### src/rtl/pipe_step_ctrl.sv
// Run controller for the five-stage pipeline: sequences power-up after PLL lock and
// gates pipeline advance through a single-cycle step enable (run, halt, step, breakpoint).
module pipe_step_ctrl #(
   parameter int DIV_WIDTH   = 32,
   parameter int LOCK_SETTLE = 16,
   parameter int PC_WIDTH    = 16
) (
   input  logic                 I_CLOCK,
   input  logic                 I_RESET_N,
   input  logic                 I_PLL_LOCKED,
   input  logic [DIV_WIDTH-1:0] I_DIV,
   input  logic                 I_RUN,
   input  logic                 I_HALT_REQ,
   input  logic                 I_STEP,
   input  logic                 I_BP_ENABLE,
   input  logic [PC_WIDTH-1:0]  I_BP_PC,
   input  logic [PC_WIDTH-1:0]  I_PC,
   output logic                 O_LOCK,
   output logic                 O_STEP_EN,
   output logic [2:0]           O_STATE,
   output logic                 O_BP_HIT,
   output logic [DIV_WIDTH-1:0] O_STEP_COUNT
);

   localparam int SW = (LOCK_SETTLE > 1) ? $clog2(LOCK_SETTLE) : 1;

   typedef enum logic [2:0] {
      WAIT_LOCK = 3'd0,
      SETTLE    = 3'd1,
      HALTED    = 3'd2,
      RUN       = 3'd3,
      STEP      = 3'd4,
      BREAK     = 3'd5
   } state_t;

   state_t               state;
   logic [SW-1:0]        settle_cnt;
   logic [DIV_WIDTH-1:0] div_cnt;
   logic [DIV_WIDTH-1:0] eff_div;
   logic                 run_q;
   logic                 step_q;
   logic                 skip_bp;
   logic                 run_edge;
   logic                 step_edge;
   logic                 div_hit;
   logic                 bp_match;

   assign O_STATE = state;

   always_comb begin
      eff_div   = (I_DIV == '0) ? DIV_WIDTH'(1) : I_DIV;
      run_edge  = I_RUN & ~run_q;
      step_edge = I_STEP & ~step_q;
      // Compare with >= so a divide ratio that shrinks mid-count fires immediately
      div_hit   = (div_cnt >= (eff_div - DIV_WIDTH'(1)));
      bp_match  = I_BP_ENABLE & (I_PC == I_BP_PC) & ~skip_bp;
   end

   always_ff @(posedge I_CLOCK or negedge I_RESET_N) begin
      if (!I_RESET_N) begin
         state        <= WAIT_LOCK;
         settle_cnt   <= '0;
         div_cnt      <= '0;
         run_q        <= 1'b0;
         step_q       <= 1'b0;
         skip_bp      <= 1'b0;
         O_LOCK       <= 1'b0;
         O_STEP_EN    <= 1'b0;
         O_BP_HIT     <= 1'b0;
         O_STEP_COUNT <= '0;
      end else begin
         run_q     <= I_RUN;
         step_q    <= I_STEP;
         O_STEP_EN <= 1'b0;
         O_BP_HIT  <= 1'b0;
         if (O_STEP_EN) begin
            O_STEP_COUNT <= O_STEP_COUNT + DIV_WIDTH'(1);
         end

         if (!I_PLL_LOCKED) begin
            state   <= WAIT_LOCK;
            O_LOCK  <= 1'b0;
            skip_bp <= 1'b0;
         end else begin
            case (state)
               WAIT_LOCK: begin
                  state      <= SETTLE;
                  settle_cnt <= SW'(LOCK_SETTLE - 1);
               end
               SETTLE: begin
                  if (settle_cnt == '0) begin
                     O_LOCK  <= 1'b1;
                     div_cnt <= '0;
                     state   <= (I_RUN && !I_HALT_REQ) ? RUN : HALTED;
                  end else begin
                     settle_cnt <= settle_cnt - SW'(1);
                  end
               end
               HALTED: begin
                  if (step_edge) begin
                     state     <= STEP;
                     O_STEP_EN <= 1'b1;
                     skip_bp   <= 1'b0;
                  end else if (run_edge && !I_HALT_REQ) begin
                     state   <= RUN;
                     div_cnt <= '0;
                  end
               end
               RUN: begin
                  // Halt and run-drop take precedence over a pulse or breakpoint due this cycle
                  if (I_HALT_REQ || !I_RUN) begin
                     state <= HALTED;
                  end else if (div_hit) begin
                     div_cnt <= '0;
                     if (bp_match) begin
                        state    <= BREAK;
                        O_BP_HIT <= 1'b1;
                     end else begin
                        O_STEP_EN <= 1'b1;
                        skip_bp   <= 1'b0;
                     end
                  end else begin
                     div_cnt <= div_cnt + DIV_WIDTH'(1);
                  end
               end
               STEP: begin
                  state <= HALTED;
               end
               BREAK: begin
                  // Leaving a breakpoint arms skip_bp so the same PC cannot re-trap immediately
                  if (step_edge) begin
                     state     <= STEP;
                     O_STEP_EN <= 1'b1;
                     skip_bp   <= 1'b1;
                  end else if (run_edge && !I_HALT_REQ) begin
                     state   <= RUN;
                     div_cnt <= '0;
                     skip_bp <= 1'b1;
                  end else begin
                     O_BP_HIT <= 1'b1;
                  end
               end
               default: begin
                  state <= WAIT_LOCK;
               end
            endcase
         end
      end
   end

endmodule

### config.mk
export PLATFORM = sky130hd
export DESIGN_NAME = pipe_step_ctrl
export DESIGN_NICKNAME = d
export VERILOG_FILES = /design/src/rtl/pipe_step_ctrl.sv
export SDC_FILE = /design/constraint.sdc
export NUM_CORES = 1
export LEC_CHECK = 0
export BUFFER_PORTS_ARGS = -buffer_cell sky130_fd_sc_hd__clkbuf_2
export CORE_UTILIZATION = 35
export CTS_CLUSTER_DIAMETER = 200
export CTS_CLUSTER_SIZE = 25
export DETAILED_ROUTE_END_ITERATION = 12
export HOLD_SLACK_MARGIN = 0.03
export MAX_ROUTING_LAYER = met4
export PLACE_DENSITY = 0.63
export REMOVE_ABC_BUFFERS = 1
export SLEW_MARGIN = 40
export SYNTH_ARGS = -nofsm -noshare
export SYNTH_HDL_FRONTEND = slang
export SYNTH_SLANG_ARGS = --single-unit
### constraint.sdc
create_clock -name I_CLOCK -period 2.7 [get_ports I_CLOCK]
set_input_delay 0.54 -clock I_CLOCK [delete_from_list [all_inputs] [get_ports I_CLOCK]]
set_output_delay 0.54 -clock I_CLOCK [all_outputs]
set_load 0.05 [all_outputs]
==> results.txt, run 1 <==
----------------------------------------------------
[Power and ir drop]
  Worst voltage drop across the vdd grid ... 0.000319 V
  Leakage power ... 3.39 nW
  Power per Cell Area ... 473 mW/mm2

[Route]
  Routed length per instance ... 14.6 um
  DRC marker count from the first detailed-route iteration ... 231
  Vias ... 4936
  Vias per cell ... 5.14
  Residual DRC ... 0
  1st-pass router iterations ... 5
  Detailed Route WL ... 14000 um
  Antenna-violating nets left ... 0

[STA]
  Min cycle time layout ... 4420 ps
  Worst-margin pin slew ... 698 ps
  Max Clk Rate ... 226 MHz
  Endpoints failing setup ... 37
  Final Hold Vio Count ... 0
  Slew Viols, Final ... 0
  RSZ-0062 raised after global routing ... yes
  Worst path setup slack after routing ... -1720 ps
  Final worst-path cycle share ... 164%
  Final worst hold slack ... 192 ps
  Slew margin rel. ... 53.1%
  Setup skew after layout ... 8.56 ps

[Clock tree]
  Reg clk slew, reported paths ... 70 ps
  Cts-stage hold buffer count ... 0
  CTS Buffer Depth ... 2
  Maximum level of the CTS H-tree ... 3
  Clock tree root driver cell ... sky130_fd_sc_hd__clkbuf_16
  Clock Latency Late Sink ... 340 ps
  CTS Buf Count ... 9
  CTS tree ... built
  CTS sink count ... 77

[Floorplan]
  Die H ... 124 um
  Number of primary I/O pins ... 109
  Site row count ... 44
  Horizontal die dimension ... 124 um
  Initial core utilization ... 36.0%
  Core region area ... 0.0146 mm2
  Full die area ... 0.0155 mm2

[Placed design]
  Total of buffers placed on input and output ports ... 108
  Estimated wirelength of the detail-placed design ... 10500 um
  Gpl congestion ... 0.914

[Critical path]
  Category of the most critical setup path ... in2reg
  Worst setup SP type ... input pin
  Req. time, crit path ... 2920 ps
  Endpoint type of the worst setup path ... flip-flop
  Worst EP arrival ... 4630 ps
  Critical path fanouts, max ... 4

[Finish]
  Final core utilization ... 50.3%
  Diodes inserted ... 0
  Area Growth Syn to Fin ... 39.9%
  Final-stage net count ... 879
  Share of final-layout standard cells stronger than drive strength 1 ... 35.5%
  Number of inserted filler cells in the final layout ... 1316

[GRT]
  Total GRT Usage ... 18.5%
  Number of antenna violations at the first check in global routing ... 0
  Total congestion overflow after global routing ... 0
  Pin count of the biggest net entering global routing ... 42
  Global-route wire length before repair ... 22800 um
  Number of global-route vias before repair ... 4811

[Yosys]
  Number of different library cells in the post-synthesis netlist ... 59
  Post-synthesis instance total ... 571
  Synthesized area ... 0.00525 mm2
  Predominant post-synthesis flop cell ... sky130_fd_sc_hd__dfrtp_1
  Cell taking the most area after synthesis ... sky130_fd_sc_hd__dfrtp_1
  Post-synthesis async set-or-reset flop share ... 100%
  Count of flip-flops with a built-in enable after synthesis ... 0
  Most used standard cell by instance count after synthesis ... sky130_fd_sc_hd__dfrtp_1
  Average size of a mapped cell ... 9.19 um2
  Share of the synthesized area in the top cell type ... 36.7%
  Flops & latches, synth ... 77
  Fraction of the yosys area taken by sequential cells ... 36.7%
  Commonest cells in the synthesized netlist ... sky130_fd_sc_hd__dfrtp_1, sky130_fd_sc_hd__nor2_1, sky130_fd_sc_hd__xnor2_1
  Yosys warning count ... 0
  Top area cells in the synthesized netlist ... sky130_fd_sc_hd__dfrtp_1, sky130_fd_sc_hd__xnor2_1, sky130_fd_sc_hd__ha_1, sky130_fd_sc_hd__xor2_1, sky130_fd_sc_hd__nor2_1

[Run status]
  Result of the run ... complete, but fails checks
  Violated checks ... negative setup slack

[Flow run]
  Number of violations of the max-capacitance limit ... 0

[Min path]
  Class of the tightest hold or removal check ... in2async

----------------------------------------------------
==> worst max-delay path, stage by stage <==
cell and delay (ps):
sky130_fd_sc_hd__buf_6 90, sky130_fd_sc_hd__or4_4 540, sky130_fd_sc_hd__nor4_4 290, sky130_fd_sc_hd__nand3_1 150, sky130_fd_sc_hd__nor3_2 290, sky130_fd_sc_hd__nor2_1 110, sky130_fd_sc_hd__ha_2 190, sky130_fd_sc_hd__nand3b_1 120
sky130_fd_sc_hd__buf_4 130, sky130_fd_sc_hd__or2_2 130, sky130_fd_sc_hd__nor3_1 60, sky130_fd_sc_hd__xnor2_1 120, sky130_fd_sc_hd__ha_1 300, sky130_fd_sc_hd__nand4_1 150, sky130_fd_sc_hd__or3_4 430, sky130_fd_sc_hd__o32ai_4 260
sky130_fd_sc_hd__o311a_4 230, sky130_fd_sc_hd__nor3_2 60, sky130_fd_sc_hd__buf_4 140, sky130_fd_sc_hd__a221o_1 300
==> timing repair <==
item,in CTS,in global routing
pin swaps,19,24
gates cloned,1,1
setup buffers,12,6
resized for setup,28,38
setup endpoints to repair,37,37
endpoints found under the hold margin,0,0
==> path summary, 6_finish.rpt <==
check	slack (ps)	cells past startpoint	start	to
min in group I_CLOCK	340	1	I_STEP	step_q
max in group asynchronous	1890	2	I_RESET_N	settle_cnt[2]
worst max register to register	-30	8	settle_cnt[0]	div_cnt[15]
worst min-delay path	190	1	I_RESET_N	O_STEP_COUNT[16]
worst min register to register	480	1	O_STEP_COUNT[31]	O_STEP_COUNT[31]
worst max-delay path	-1720	20	I_DIV[9]	O_STATE[1]
==> per-stage QoR <==
step / total power [W] / TNS, ps / instance area, um2 / std cells / setup WS [ps]
floorplan: 0.00173 / -72200 / 5200 / 560 / -2020
global placement: 0.00206 / -73920 / 6550 / 926 / -2030
detailed placement: 0.00209 / -79390 / 6560 / 926 / -2220
CTS: 0.00346 / -59680 / 7080 / 955 / -1630
global route: 0.00364 / -65950 / 7340 / 961 / -1830
finish: 0.00347 / -61170 / 7340 / 961 / -1720
==> flip-flops by register name (all words and copies together), names as in the netlist <==
signal / count
O_BP_HIT: 1
O_STATE: 3
O_LOCK: 1
div_cnt: 32
O_STEP_EN: 1
O_STEP_COUNT: 32
run_q: 1
step_q: 1
settle_cnt: 4
skip_bp: 1
==> power breakdown <==
| part | switching (W) | internal [W] | total, W |
|---|---|---|---|
| clock | 0.000510 | 0.000729 | 0.00124 |
| sequential | 0.0000685 | 0.00120 | 0.00126 |
| combinational | 0.000558 | 0.000407 | 0.000965 |
| total | 0.00114 | 0.00233 | 0.00347 |
==> cell usage in the layout (no fill, tap or decap), types with 4 or more instances in the layout <==
cell and count:
sky130_fd_sc_hd__clkbuf_2 106, sky130_fd_sc_hd__buf_4 87, sky130_fd_sc_hd__dfrtp_1 77, sky130_fd_sc_hd__xnor2_1 57
sky130_fd_sc_hd__nor2_1 51, sky130_fd_sc_hd__nand2_1 47, sky130_fd_sc_hd__xor2_1 43, sky130_fd_sc_hd__ha_1 34
sky130_fd_sc_hd__nand3_1 29, sky130_fd_sc_hd__nand4_1 25, sky130_fd_sc_hd__a21oi_1 18, sky130_fd_sc_hd__nor3_1 13
sky130_fd_sc_hd__o21ai_0 13, sky130_fd_sc_hd__and3_1 11, sky130_fd_sc_hd__inv_1 10, sky130_fd_sc_hd__nor2_2 10
sky130_fd_sc_hd__clkbuf_16 10, sky130_fd_sc_hd__nand2b_1 7, sky130_fd_sc_hd__and4_1 7, sky130_fd_sc_hd__nor4_1 6
sky130_fd_sc_hd__and2_1 6, sky130_fd_sc_hd__nor2_4 6, sky130_fd_sc_hd__nand3b_1 5, sky130_fd_sc_hd__buf_6 5
sky130_fd_sc_hd__nor2b_1 4, sky130_fd_sc_hd__or4_4 4, sky130_fd_sc_hd__nor4_2 4, sky130_fd_sc_hd__or3_1 4
sky130_fd_sc_hd__inv_6 4
==> routing by layer <==
layer | share of wire [%] | global-route usage [%] | vias up
met5 | 0 | - | -
met4 | 1.5 | 5.10 | 0
met3 | 4.5 | 2.71 | 22
met2 | 49 | 30.7 | 128
met1 | 45 | 23.6 | 2334
li1 | - | - | 2452
==> area by class of cell <==
cell class | instances | area [um2] | share of cell area [%]
Clock buffer | 9 | 225 | 3.07
Clock inverter | 7 | 78.8 | 1.07
Inverter | 10 | 37.5 | 0.512
Multi-Input combinational cell | 473 | 3530 | 48.2
Sequential cell | 77 | 1930 | 26.3
Tap cell | 184 | 230 | 3.14
Timing Repair Buffer | 201 | 1310 | 17.8
==> logic make-up after synthesis <==
family | count (synthesis) | share of synthesized area [%]
AO/OA/AOI/OAI | 70 | 9.09
XOR/XNOR | 103 | 17.2
adder cells (fa/ha/maj) | 36 | 8.59
buffers and inverters | 21 | 1.67
flip-flops | 77 | 36.7
multiplexers | 1 | 0.215
AND/OR/NAND/NOR | 263 | 26.5
No activity file was read; power rests on OpenSTA's default activity.
==> inputs of run 2 (changes only) <==
--- a/config.mk
+++ b/config.mk
@@ -14,6 +14,7 @@
 export MAX_ROUTING_LAYER = met4
 export PLACE_DENSITY = 0.63
 export REMOVE_ABC_BUFFERS = 1
+export SETUP_SLACK_MARGIN = 0.4
 export SLEW_MARGIN = 40
 export SYNTH_ARGS = -nofsm -noshare
 export SYNTH_HDL_FRONTEND = slang
==> results.txt, run 2 (synthesis gave the netlist of run 1 again) <==
----------------------------------------------------
[Run status]
  Result of the run ... complete, but fails checks (unchanged)
  Violated checks ... negative setup slack (unchanged)

[Clock tree]
  CTS tree ... built (unchanged)
  Clock Latency Late Sink ... 340 ps (about the same)
  Cts-stage hold buffer count ... 0 (unchanged)
  Maximum level of the CTS H-tree ... 3 (unchanged)
  CTS sink count ... 77 (unchanged)
  Clock tree root driver cell ... sky130_fd_sc_hd__clkbuf_16 (unchanged)
  CTS Buffer Depth ... 2 (unchanged)
  Reg clk slew, reported paths ... 70 ps (about the same)
  CTS Buf Count ... 9 (unchanged)

[Route]
  Residual DRC ... 0 (unchanged)
  Vias ... 4975 (was 4936)
  Vias per cell ... 5.16 (was 5.14)
  DRC marker count from the first detailed-route iteration ... 275 (was 231)
  Detailed Route WL ... 14400 um (was 14000 um)
  1st-pass router iterations ... 4 (was 5)
  Routed length per instance ... 14.9 um (was 14.6 um)
  Antenna-violating nets left ... 0 (unchanged)

[Placed design]
  Cell total after placement ... 926 (unchanged)
  Total of buffers placed on input and output ports ... 108 (unchanged)
  Gpl congestion ... 0.914 (unchanged)
  Estimated wirelength of the detail-placed design ... 10500 um (unchanged)
  Post-DP Area ... 0.00656 mm2 (unchanged)
  Worst setup timing slack at the placement stage ... -2220 ps (unchanged)

[Finish]
  Final core utilization ... 51.0% (was 50.3%)
  Final-stage net count ... 882 (was 879)
  Leading cell types in the layout, fill and taps excluded ... sky130_fd_sc_hd__clkbuf_2, sky130_fd_sc_hd__buf_4, sky130_fd_sc_hd__dfrtp_1, sky130_fd_sc_hd__xnor2_1, sky130_fd_sc_hd__nand2_1 (was sky130_fd_sc_hd__clkbuf_2, sky130_fd_sc_hd__buf_4, sky130_fd_sc_hd__dfrtp_1, sky130_fd_sc_hd__xnor2_1, sky130_fd_sc_hd__nor2_1)
  Area Growth Syn to Fin ... 41.8% (was 39.9%)
  Share of final-layout standard cells stronger than drive strength 1 ... 36.7% (was 35.5%)
  Largest registers in the final layout ... O_STEP_COUNT x32, div_cnt x32, settle_cnt x4 (unchanged)
  Number of inserted filler cells in the final layout ... 1306 (was 1316)
  Footprint of the multi-input gates ... 0.00357 mm2 (was 0.00353 mm2)
  Sequential cell area ... 0.00193 mm2 (unchanged)
  Diodes inserted ... 0 (unchanged)
  Count of placed standard cells in the final layout, fillers left out ... 964 (was 961)
  Area of all placed cells without fillers ... 0.00744 mm2 (was 0.00734 mm2)
  Most common library cell in the layout ignoring fill and taps ... sky130_fd_sc_hd__clkbuf_2 (unchanged)

[STA]
  Final Hold Vio Count ... 0 (unchanged)
  Endpoints failing setup ... 37 (unchanged)
  Max Clk Rate ... 228 MHz (was 226 MHz)
  RSZ-0062 raised after global routing ... yes (unchanged)
  Final worst-path cycle share ... 162% (was 164%)
  Worst path setup slack after routing ... -1690 ps (was -1720 ps)
  Slew Viols, Final ... 0 (unchanged)
  Setup skew after layout ... 9.18 ps (was 8.56 ps)
  Worst-margin pin slew ... 695 ps (was 698 ps)
  Slew margin rel. ... 53.3% (was 53.1%)
  Min cycle time layout ... 4390 ps (was 4420 ps)

[Power and ir drop]
  Power per Cell Area ... 480 mW/mm2 (was 473 mW/mm2)
  Overall Power ... 0.00357 W (was 0.00347 W)
  Worst voltage drop across the vdd grid ... 0.000321 V (was 0.000319 V)
  Leakage power ... 3.42 nW (was 3.39 nW)

[Critical path]
  Endpoint type of the worst setup path ... flip-flop (unchanged)
  Beginning of the worst register-to-register path ... settle_cnt[0] (unchanged)
  Worst reg2reg endpoint ... div_cnt[15] (unchanged)
  Worst EP arrival ... 4650 ps (was 4630 ps)
  Worst setup SP type ... input pin (unchanged)
  Reg2Reg Depth ... 8 (unchanged)
  Req. time, crit path ... 2970 ps (was 2920 ps)
  Category of the most critical setup path ... in2reg (unchanged)
  Critical path fanouts, max ... 7 (was 4)
  Worst setup slack for register-to-register paths ... -30 ps (about the same)

[GRT]
  Global-route wire length before repair ... 22800 um (unchanged)
  Total GRT Usage ... 18.5% (unchanged)
  Number of global-route vias before repair ... 4811 (unchanged)
  Total congestion overflow after global routing ... 0 (unchanged)
  Number of antenna violations at the first check in global routing ... 0 (unchanged)
  Pin count of the biggest net entering global routing ... 42 (unchanged)

[Floorplan]
  Horizontal die dimension ... 124 um (unchanged)
  Core region area ... 0.0146 mm2 (unchanged)
  Die H ... 124 um (unchanged)
  Full die area ... 0.0155 mm2 (unchanged)
  Initial core utilization ... 36.0% (unchanged)
  Site row count ... 44 (unchanged)
  Number of primary I/O pins ... 109 (unchanged)

[Flow run]
  Number of violations of the max-capacitance limit ... 0 (unchanged)

[Min path]
  Class of the tightest hold or removal check ... in2async (unchanged)

----------------------------------------------------
-- run 2: cell count changes in the layout (fill, tap and decap cells not counted), sizes merged --
cell and change:
clkbuf +1, buf +2
-- run 2: routing by layer --
metal  track usage (%)  vias to the layer above  routed length [um]  part of all wire (%)
li1                  -                     2454                   -                     -
met1              23.6                     2374                6460                    45
met2              30.7                      122                7130                    50
met3              2.71                       25                 568                   3.9
met4              5.10                        0                 238                   1.7
met5                 -                        -                   0                     0
-- run 2: timing repair --
item                                    CTS  global route
endpoints found under the setup margin   37            37
gates resized for setup                  28            50
hold endpoints to repair                  0             0
pin swaps                                19            29
cloned                                    1             2
buffers inserted                         12             7
-- run 2: power breakdown --
group / internal (W) / leakage (nW) / switching, W / total [W]
Sequential: 0.00120 / 1.05 / 0.0000697 / 0.00127
Clock: 0.000729 / 0.151 / 0.000516 / 0.00124
Combinational: 0.000469 / 2.22 / 0.000593 / 0.00106
Total: 0.00239 / 3.42 / 0.00118 / 0.00357
-- run 2: worst max path at each step --
| stage | start | end | cells after the start |
|---|---|---|---|
| floorplan | I_DIV[9] | div_cnt[10] | 18 |
| global placement | I_DIV[9] | O_STATE[1] | 20 |
| detailed placement | I_DIV[9] | div_cnt[15] | 20 |
| CTS | I_DIV[8] | div_cnt[4] | 21 |
| global route | I_DIV[9] | div_cnt[14] | 23 |
| finish | I_DIV[9] | div_cnt[8] | 21 |
-- run 2: per-stage QoR --
stage | TNS (ps) | hold WS [ps]
floorplan | -72200 | 244
global placement | -73920 | 459
detailed placement | -79390 | 470
CTS | -59680 | 202
global route | -66630 | 231
finish | -60930 | 189
-- run 2: layout make-up --
type / instances / area share [%]
repair buffers: 204 / 18.4
multi-input cells: 473 / 48.0
clock inverters: 7 / 1.06
inverters: 10 / 0.505
well taps: 184 / 3.10
clock buffers: 9 / 3.03
flip-flops and latches: 77 / 25.9
-- run 2: critical path, cell delays in order --
cell                        delay [ps]
sky130_fd_sc_hd__buf_6              90
sky130_fd_sc_hd__or4_4             540
sky130_fd_sc_hd__nor4_4            300
sky130_fd_sc_hd__nand3_1           160
sky130_fd_sc_hd__nor3_2            270
sky130_fd_sc_hd__nor2_1            100
sky130_fd_sc_hd__ha_2              190
sky130_fd_sc_hd__nand3b_1          120
sky130_fd_sc_hd__and2b_2           250
sky130_fd_sc_hd__and2_4            180
sky130_fd_sc_hd__nand3b_1          100
sky130_fd_sc_hd__xor2_1            180
sky130_fd_sc_hd__ha_1              270
sky130_fd_sc_hd__nand4_1           130
sky130_fd_sc_hd__nor2_1             70
sky130_fd_sc_hd__a221oi_2          370
sky130_fd_sc_hd__and4_4            310
sky130_fd_sc_hd__a21oi_4            60
sky130_fd_sc_hd__buf_6             140
sky130_fd_sc_hd__clkbuf_16         160
sky130_fd_sc_hd__nor2_2            100
==> inputs of run 3 (changes only) <==
--- a/config.mk
+++ b/config.mk
@@ -12,7 +12,7 @@
 export DETAILED_ROUTE_END_ITERATION = 12
 export HOLD_SLACK_MARGIN = 0.03
 export MAX_ROUTING_LAYER = met4
-export PLACE_DENSITY = 0.63
+export PLACE_DENSITY_LB_ADDON = 0.1
 export REMOVE_ABC_BUFFERS = 1
 export SETUP_SLACK_MARGIN = 0.4
 export SLEW_MARGIN = 40
==> results.txt, run 3 (synthesis gave the netlist of run 1 again) <==
----------------------------------------------------
[Placed design]
  Total of buffers placed on input and output ports ... 108 (unchanged)
  Cell total after placement ... 933 (was 926)
  Gpl congestion ... 0.834 (was 0.914)
  Estimated wirelength of the detail-placed design ... 10600 um (was 10500 um)

[Route]
  1st-pass router iterations ... 4 (unchanged)
  Vias ... 4919 (was 4975)
  Residual DRC ... 0 (unchanged)
  Vias per cell ... 5.11 (was 5.16)
  Detailed Route WL ... 13800 um (was 14400 um)
  DRC marker count from the first detailed-route iteration ... 176 (was 275)
  Antenna-violating nets left ... 0 (unchanged)
  Routed length per instance ... 14.3 um (was 14.9 um)

[Min path]
  Class of the tightest hold or removal check ... in2async (unchanged)

[Critical path]
  Endpoint type of the worst setup path ... flip-flop (unchanged)
  Reg2Reg Depth ... 11 (was 8)
  End point of the critical path ... div_cnt[10] (was div_cnt[8])
  Worst EP arrival ... 4530 ps (was 4650 ps)
  Req. time, crit path ... 2930 ps (was 2970 ps)
  Kind of cell adding the most delay to the critical path ... simple AND/OR/NAND/NOR gates (unchanged)
  Worst setup SP type ... input pin (unchanged)
  Critical path launch point ... I_DIV[8] (was I_DIV[9])
  Worst path depth ... 22 (was 21)
  Worst setup slack for register-to-register paths ... 0 ps (was -30 ps)
  Category of the most critical setup path ... in2reg (unchanged)
  Slowest cell on the critical path ... sky130_fd_sc_hd__or4_4 (unchanged)
  Beginning of the worst register-to-register path ... div_cnt[0] (was settle_cnt[0])
  Critical Path Max Stage Delay ... 570 ps (was 540 ps)
  Critical path cell sequence ... buf_6 > or4_4 > nor4_4 > nand3_2 > nor3_4 > nor2_2 > ha_2 > nand3b_1 > and2b_1 > and2_4 > and2b_1 > xnor2_1 > ha_1 > nand4_1 > nor4_2 > buf_4 > nand2_4 > and4_4 > a21oi_4 > buf_12 > clkbuf_16 > nor2_4 (was buf_6 > or4_4 > nor4_4 > nand3_1 > nor3_2 > nor2_1 > ha_2 > nand3b_1 > and2b_2 > and2_4 > nand3b_1 > xor2_1 > ha_1 > nand4_1 > nor2_1 > a221oi_2 > and4_4 > a21oi_4 > buf_6 > clkbuf_16 > nor2_2)
  Critical path buffer and inverter count ... 4 (was 3)
  Worst reg2reg endpoint ... div_cnt[28] (was div_cnt[15])
  Dominant cell type by count on the critical path ... sky130_fd_sc_hd__and2b_1
  Critical path fanouts, max ... 6 (was 7)

[Power and ir drop]
  Worst voltage drop across the vdd grid ... 0.000271 V (was 0.000321 V)
  Fraction of power spent switching nets ... 31.8% (was 33.0%)
  Internal power summed over all cells ... 0.00248 W (was 0.00239 W)
  Net switching power of the design ... 0.00116 W (was 0.00118 W)
  Power per Cell Area ... 492 mW/mm2 (was 480 mW/mm2)
  Part of the power in combinational logic ... 27.7% (was 29.7%)
  Leakage power ... 3.41 nW (was 3.42 nW)
  Clock network power share ... 37.3% (was 34.9%)
  Power share of the sequential group ... 35.0% (was 35.4%)

[GRT]
  Total GRT Usage ... 18.5% (about the same)
  Total congestion overflow after global routing ... 0 (unchanged)
  Global-route wire length before repair ... 22600 um (was 22800 um)
  Number of global-route vias before repair ... 4816 (was 4811)
  Pin count of the biggest net entering global routing ... 47 (was 42)
  Number of antenna violations at the first check in global routing ... 0 (unchanged)

[Finish]
  Share of final-layout standard cells stronger than drive strength 1 ... 35.9% (was 36.7%)
  Number of inserted filler cells in the final layout ... 1379 (was 1306)
  Final core utilization ... 50.7% (was 51.0%)
  Area Growth Syn to Fin ... 41.1% (was 41.8%)
  Most common library cell in the layout ignoring fill and taps ... sky130_fd_sc_hd__clkbuf_2 (unchanged)
  Largest registers in the final layout ... O_STEP_COUNT x32, div_cnt x32, settle_cnt x4 (unchanged)
  Count of placed standard cells in the final layout, fillers left out ... 962 (was 964)
  Footprint of the multi-input gates ... 0.00353 mm2 (was 0.00357 mm2)
  Sequential cell area ... 0.00193 mm2 (unchanged)
  Diodes inserted ... 0 (unchanged)
  Leading cell types in the layout, fill and taps excluded ... sky130_fd_sc_hd__clkbuf_2, sky130_fd_sc_hd__buf_4, sky130_fd_sc_hd__dfrtp_1, sky130_fd_sc_hd__xnor2_1, sky130_fd_sc_hd__nand2_1 (unchanged)
  Final-stage net count ... 880 (was 882)

[STA]
  Worst path setup slack after routing ... -1610 ps (was -1690 ps)
  Min cycle time layout ... 4310 ps (was 4390 ps)
  Final worst-path cycle share ... 159% (was 162%)
  Worst-margin pin slew ... 682 ps (was 695 ps)
  Slew margin rel. ... 54.2% (was 53.3%)
  Final worst hold slack ... 123 ps (was 189 ps)
  Setup skew after layout ... 7.31 ps (was 9.18 ps)
  Endpoints failing setup ... 37 (unchanged)
  RSZ-0062 raised after global routing ... yes (unchanged)
  Final Hold Vio Count ... 0 (unchanged)
  Slew Viols, Final ... 0 (unchanged)
  Final sum of negative setup slack ... -57420 ps (was -60930 ps)
  Max Clk Rate ... 232 MHz (was 228 MHz)

[Clock tree]
  CTS sink count ... 77 (unchanged)
  Maximum level of the CTS H-tree ... 3 (unchanged)
  CTS Buffer Depth ... 2 (unchanged)
  CTS Buf Count ... 9 (unchanged)
  Clock tree root driver cell ... sky130_fd_sc_hd__clkbuf_16 (unchanged)
  CTS tree ... built (unchanged)
  Clock Latency Late Sink ... 350 ps (was 340 ps)
  Reg clk slew, reported paths ... 60 ps (was 70 ps)

[Flow run]
  Number of violations of the max-capacitance limit ... 0 (unchanged)

[Floorplan]
  Site row count ... 44 (unchanged)
  Initial core utilization ... 36.0% (unchanged)
  Horizontal die dimension ... 124 um (unchanged)
  Number of primary I/O pins ... 109 (unchanged)
  Die H ... 124 um (unchanged)
  Core region area ... 0.0146 mm2 (unchanged)
  Full die area ... 0.0155 mm2 (unchanged)

[Run status]
  Violated checks ... negative setup slack (unchanged)
  Result of the run ... complete, but fails checks (unchanged)

----------------------------------------------------
run 3: cell types whose count changed in the layout (fill, tap and decap cells not counted), sizes merged:
cell      before  now
bufinv         1    2
clkinv         2    1
inv           14   12
clkbuf       117  118
buf           96   94
clkinvlp       0    1
run 3: metrics by stage:
step           cell area, um2  power [W]  setup WS, ps
2_1_floorplan            5200    0.00173         -2020
3_3_place_gp             6620    0.00209         -2160
3_5_place_dp             6620    0.00210         -2350
4_1_cts                  7100    0.00350         -1610
5_1_grt                  7400    0.00381         -1850
6_report                 7400    0.00364         -1610
run 3: what timing repair did:
item                       in CTS  in global routing
hold buffers                    0                  0
buffers inserted                4                  7
gates resized for setup        20                 50
pin swaps                      20                 28
gates cloned                    0                  2
setup endpoints to repair      37                 37
run 3: final cells by class:
type                       count  area share [%]
clock inverter                 6            1.27
sequential                    77            26.0
timing repair buffer         202            18.2
multi-input combinational    473            47.7
tap                          184            3.11
clock buffer                  10            3.23
inverter                      10           0.507
run 3: metal layers:
layer  vias to the layer above  wire, um  global-route usage [%]
met5                         -         0                       -
met4                         0       179                    4.75
met3                        16       545                    4.04
met2                       100      6800                    30.6
met1                      2351      6260                    22.7
li1                       2452         -                       -
run 3: power by group through the flow:
stage / sequential [W] / clock (W) / combinational [W]
final: 0.00127 / 0.00136 / 0.00101
after global routing: 0.00128 / 0.00144 / 0.00108
after CTS: 0.00128 / 0.00140 / 0.000832
after detailed placement: 0.00130 / 0 / 0.000808
after global placement: 0.00130 / 0 / 0.000790
after floorplan: 0.00134 / 0 / 0.000385
run 3: how the worst min path moves through the flow:
stage	from	to	slack, ps	cells after the start
floorplan	I_RESET_N	O_BP_HIT	240	0
global placement	O_STEP_COUNT[31]	O_STEP_COUNT[31]	460	1
detailed placement	O_STEP_COUNT[31]	O_STEP_COUNT[31]	460	1
CTS	I_RESET_N	O_STEP_COUNT[23]	130	1
global route	I_RESET_N	O_STEP_COUNT[22]	140	1
finish	I_RESET_N	O_STEP_COUNT[23]	120	1
